`src/rtl/dmem_pkg.sv`:
```
// rtl/dmem_pkg.sv - shared constants and types for the data-memory arbiter
package dmem_pkg;

    localparam int DMEM_ADDR_W   = 32;
    localparam int DMEM_DATA_W   = 32;
    localparam int IO_WINDOW_BIT = 31;

    typedef enum logic {
        ARB   = 1'b0,
        LOCK1 = 1'b1
    } arb_state_t;

    localparam logic M0 = 1'b0;
    localparam logic M1 = 1'b1;

endpackage

```
`src/rtl/dmem_arb_policy.sv`:
```
// rtl/dmem_arb_policy.sv - contested-cycle winner select; DMEM_ARB_RR_EN selects round-robin
// instead of fixed priority with m1 starvation protection.
module dmem_arb_policy
    import dmem_pkg::*;
#(
    parameter int STARVE_MAX = 8
) (
    input  logic clk,
    input  logic rst_n,
    input  logic m1_req,
    input  logic contested,
    input  logic m0_gnt,
    input  logic m1_gnt,
    output logic m1_wins
);

`ifdef DMEM_ARB_RR_EN
    // Pointer names the requester that should win the next contested cycle.
    logic ptr;
    logic unused_rr;

    assign unused_rr = m1_req ^ contested;

    always_ff @(posedge clk or negedge rst_n) begin
        if (!rst_n) begin
            ptr <= M0;
        end else if (m0_gnt) begin
            ptr <= M1;
        end else if (m1_gnt) begin
            ptr <= M0;
        end
    end

    assign m1_wins = (ptr == M1);
`else
    logic [7:0] starve;

    always_ff @(posedge clk or negedge rst_n) begin
        if (!rst_n) begin
            starve <= 8'd0;
        end else if (m1_gnt || !m1_req) begin
            starve <= 8'd0;
        end else if (contested && m0_gnt && (starve != 8'(STARVE_MAX))) begin
            starve <= starve + 8'd1;
        end
    end

    assign m1_wins = (starve == 8'(STARVE_MAX));
`endif

endmodule

```
`src/rtl/dmem_arbiter.sv`:
```
// rtl/dmem_arbiter.sv - two-port arbiter in front of DMEM: FSM, request mux and read response.
// Build option DMEM_ARB_RR_EN (see dmem_arb_policy) selects round-robin arbitration.
module dmem_arbiter
    import dmem_pkg::*;
#(
    parameter int ADDR_W     = DMEM_ADDR_W,
    parameter int DATA_W     = DMEM_DATA_W,
    parameter int STARVE_MAX = 8
) (
    input  logic              clk,
    input  logic              rst_n,
    input  logic              m0_req,
    input  logic              m0_we,
    input  logic [ADDR_W-1:0] m0_addr,
    input  logic [DATA_W-1:0] m0_wdata,
    input  logic              m1_req,
    input  logic              m1_we,
    input  logic [ADDR_W-1:0] m1_addr,
    input  logic [DATA_W-1:0] m1_wdata,
    input  logic              m1_lock,
    output logic              m0_gnt,
    output logic              m1_gnt,
    output logic              m0_rvalid,
    output logic              m1_rvalid,
    output logic [DATA_W-1:0] m0_rdata,
    output logic [DATA_W-1:0] m1_rdata,
    output logic              mem_we,
    output logic [ADDR_W-1:0] mem_addr,
    output logic [DATA_W-1:0] mem_wdata,
    input  logic [DATA_W-1:0] mem_rdata,
    output logic              busy
);

    arb_state_t        state;
    arb_state_t        state_n;
    logic              arb_now;
    logic              contested;
    logic              m1_wins;
    logic              rd_pend;
    logic              rd_owner;
    logic [ADDR_W-1:0] addr_q;
    logic [DATA_W-1:0] wdata_q;

    // LOCK1 falls back to normal arbitration in the very cycle m1_lock drops.
    assign arb_now   = (state == ARB) || !m1_lock;
    assign contested = arb_now && m0_req && m1_req;

    dmem_arb_policy #(
        .STARVE_MAX (STARVE_MAX)
    ) u_policy (
        .clk       (clk),
        .rst_n     (rst_n),
        .m1_req    (m1_req),
        .contested (contested),
        .m0_gnt    (m0_gnt),
        .m1_gnt    (m1_gnt),
        .m1_wins   (m1_wins)
    );

    always_ff @(posedge clk or negedge rst_n) begin
        if (!rst_n) begin
            state <= ARB;
        end else begin
            state <= state_n;
        end
    end

    always_comb begin
        state_n = state;
        case (state)
            ARB:     if (m1_gnt && m1_lock) state_n = LOCK1;
            LOCK1:   if (!m1_lock) state_n = ARB;
            default: state_n = ARB;
        endcase
    end

    always_comb begin
        m0_gnt = 1'b0;
        m1_gnt = 1'b0;
        if (!arb_now) begin
            m1_gnt = m1_req;
        end else if (contested) begin
            m0_gnt = !m1_wins;
            m1_gnt = m1_wins;
        end else begin
            m0_gnt = m0_req;
            m1_gnt = m1_req;
        end
    end

    // Idle cycles keep presenting the last granted address and data.
    always_comb begin
        mem_we    = 1'b0;
        mem_addr  = addr_q;
        mem_wdata = wdata_q;
        if (m0_gnt) begin
            mem_we    = m0_we;
            mem_addr  = m0_addr;
            mem_wdata = m0_wdata;
        end else if (m1_gnt) begin
            mem_we    = m1_we;
            mem_addr  = m1_addr;
            mem_wdata = m1_wdata;
        end
    end

    always_ff @(posedge clk or negedge rst_n) begin
        if (!rst_n) begin
            addr_q   <= '0;
            wdata_q  <= '0;
            rd_pend  <= 1'b0;
            rd_owner <= M0;
        end else begin
            if (m0_gnt || m1_gnt) begin
                addr_q  <= mem_addr;
                wdata_q <= mem_wdata;
            end
            rd_pend  <= (m0_gnt && !m0_we) || (m1_gnt && !m1_we);
            rd_owner <= m1_gnt ? M1 : M0;
        end
    end

    assign m0_rvalid = rd_pend && (rd_owner == M0);
    assign m1_rvalid = rd_pend && (rd_owner == M1);
    assign m0_rdata  = rd_pend ? mem_rdata : '0;
    assign m1_rdata  = rd_pend ? mem_rdata : '0;
    assign busy      = (state == LOCK1) || rd_pend;

endmodule

```
`config.mk`:
```
export PLATFORM = sky130hd
export DESIGN_NAME = dmem_arbiter
export DESIGN_NICKNAME = d
export VERILOG_FILES = /design/src/rtl/dmem_pkg.sv /design/src/rtl/dmem_arb_policy.sv /design/src/rtl/dmem_arbiter.sv
export SDC_FILE = /design/constraint.sdc
export NUM_CORES = 1
export LEC_CHECK = 0
export BUFFER_PORTS_ARGS = -buffer_cell sky130_fd_sc_hd__clkbuf_2
export CAP_MARGIN = 20
export CORE_MARGIN = 8
export CORE_UTILIZATION = 39
export CTS_CLUSTER_SIZE = 14
export DETAILED_ROUTE_END_ITERATION = 10
export GPL_TIMING_DRIVEN = 0
export PLACE_DENSITY = 0.82
export REMOVE_ABC_BUFFERS = 1
export SETUP_SLACK_MARGIN = 0.15
export SYNTH_ARGS = -nofsm -noshare
export SYNTH_HDL_FRONTEND = slang
export SYNTH_SLANG_ARGS = --single-unit
```
`constraint.sdc`:
```
create_clock -name clk -period 2 [get_ports clk]
set_input_delay 0.2 -clock clk [delete_from_list [all_inputs] [get_ports clk]]
set_output_delay 0.2 -clock clk [all_outputs]
set_load 0.005 [all_outputs]
```
==> run metrics <==
Pint=3.683 mW; area of the multi-input gates=3376 µm²; part of the power in registers=0.325; worst reg2reg setup slack=-0.15 ns; # clock sinks=75; global route overflow=0; NumNets Final=1032; pre-CTS WS=-0.7859 ns; Final HPWL DP=14690 µm; failing checks=setup timing; TritonCTS clock tree=built; PwrDens=623.8 nW/µm²; Die ar.=18520 µm²; Logic pwr share=0.344; count of different cell masters after synthesis=36; Die Ht=136.1 µm; Ys Warns=0; Worst slew margin=0.5636; largest net degree at the start of global routing=81; post-synth top area share=0.3336; minimum clock period=2.495 ns; synthesis-to-finish area growth=53.47%; Root Driver=clkbuf_16; post-route clock period utilization=1.247; non-filler cells, final=1052; RePlAce Congestion=0.8453; DR iter-0 viols=377; min-delay worst type=input pin to register; WL final=24000 µm; CP Max Fanout=8; vias in the first global route=6304; Total GRT Usage=0.2406; Clock Skews=0.008335 ns; sw frac=0.3160; synthesized cell area=5625 µm²; core box area=14310 µm²; f_max=400.8 MHz; Critical Path Source Type=register; drt first pass iters=5; Synth top cells by count=128 x o221ai_1, 75 x dfrtp_1, 72 x inv_1, 64 x mux2i_1, 41 x o211ai_2; htree depth=3; worst setup margin=-0.4948 ns; clock slew at reported path FFs=0.06 ns; actual slew at the worst max-slew pin=0.6507 ns; Starting Density=0.3930; Std-Cell Rows=44; global-route wire length before repair=34870 µm; Final setup viols=80; Vias/cell=5.950; status=finished, violations left; share of layout cells above drive strength 1=0.5709; Clock Latency Late Sink=0.35 ns; Detail Route Antenna Nets=0; Hold WS=0.06575 ns; Post-synth EDFFs=0; DRC=0; worst path arrival time=2.29 ns; P_sw=1.702 mW; total placed cells including tap cells=974; total I/O pin count=301; Post-synth ARST share=1.000; Bufs on Longest Clock Path=2; Filler cells=1132; Yosys reg bits=75; port buffer count=300; Synth Flop Type=dfrtp_1; fin. max-slew vios=0; DR vias=6259; final hold viol count=0; Worst Setup End Kind=output port; Worst VDD drop=303.9 µV; CTS Buf Count=9; Sum Neg Setup Slack=-27.24 ns; syn_area_per_cell=9.904 µm²; most area-hungry cell type in the Yosys netlist=dfrtp_1; Final Power=5.385 mW; Critical Path RT=1.80 ns; initial antenna violation count=0; most frequent cell after synthesis=o221ai_1; Max Cap Violations=0; Seq. cell area=1886 µm²; RSZ-0062 raised after global routing=yes; Syn Inst Count=568; Area contributors post-synth=dfrtp_1 33%, o221ai_1 20%, mux2i_1 11%, o211ai_2 9.1%, buf_4 4.8%; DR WL/cell=22.82 µm; Leak=4.212 nW; Clk network pwr share=0.331; die width=136.1 µm; Setup Crit Path Kind=register to output port; sequential share of the synthesized area=0.3336
-- final timing paths --
kind	from	to	depth (start not counted)
min in group asynchronous	rst_n	wdata_q[16]	2
setup reg to reg	u_policy.starve[0]	u_policy.starve[3]	8
max in group asynchronous	rst_n	state	3
setup / recovery	u_policy.starve[0]	mem_wdata[31]	7
hold reg to reg	addr_q[4]	addr_q[4]	2
hold / removal	m0_we	rd_pend	2
-- power groups by stage --
stage	Combinational (mW)	Clock [mW]	Sequential, mW
finish	1.85	1.78	1.75
global route	1.99	1.88	1.76
CTS	1.70	1.81	1.74
detailed placement	1.45	0	1.77
global placement	1.48	0	1.77
floorplan	0.816	0	1.75
-- layer usage --
metal | GRT usage | vias to the layer above | routed length, µm
li1 | - | 2812 | -
met1 | 0.2680 | 3073 | 8553
met2 | 0.4142 | 331 | 12410
met3 | 0.05802 | 43 | 2131
met4 | 0.1336 | 0 | 905
met5 | 0 | - | 0
-- what timing repair did --
action / in CTS / in global routing
gates resized for setup: 57 / 75
setup buffers: 27 / 17
hold buffers: 1 / 0
setup endpoints to repair: 141 / 139
hold endpoints to repair: 31 / 0
gates cloned: 13 / 4
pin swaps: 11 / 20
-- state kept, by name, indices dropped and copies added, names as in the netlist --
signal / flops
addr_q: 32
rd_owner: 1
rd_pend: 1
state: 1
u_policy.starve: 8
wdata_q: 32
-- critical path, cell delays in order (launching register included) --
cell	delay (ns)
dfrtp_1	0.40
inv_2	0.08
ha_4	0.18
buf_6	0.10
or4b_4	0.57
o211ai_1	0.31
o221ai_2	0.16
clkbuf_2	0.15
-- cell families after synthesis --
| group | Yosys count | share of synthesized area |
|---|---|---|
| and+or+nand+nor | 53 | 0.05917 |
| DFF | 75 | 0.3336 |
| AOI/OAI and AO/OA | 207 | 0.3394 |
| xor gates and xnor gates | 3 | 0.004672 |
| adders and majority gates | 2 | 0.004448 |
| buffers and inverters | 164 | 0.1448 |
| muxes | 64 | 0.1139 |
-- metrics by stage --
step | area [µm²] | utilization
floorplan | 5081 | -
global placement | 6813 | 0.4760
detailed placement | 7137 | 0.4986
CTS | 8200 | 0.5729
global route | 8631 | 0.6030
finish | 8633 | 0.6031
-- layout make-up --
cell class | count | area share
repair buffers | 369 | 0.2955
multi-input cells | 336 | 0.3910
well taps | 184 | 0.02667
inverters | 72 | 0.03159
diodes | 1 | 0.0002899
clock inverters | 6 | 0.01043
flip-flops and latches | 75 | 0.2184
clock buffers | 9 | 0.02609
-- placed cells by master, fill, tap and decap left out, drive strengths merged, types with 4 or more instances in the layout --
cell,Yosys,final
o211ai,65,65
o221ai,128,128
inv,72,73
nor2,4,4
nand3,4,4
and2,33,33
dfrtp,75,75
or4b,1,6
mux2i,64,64
clkbuf,27,274
buf,65,103
Note: power is estimated with default switching activity, not from simulation.
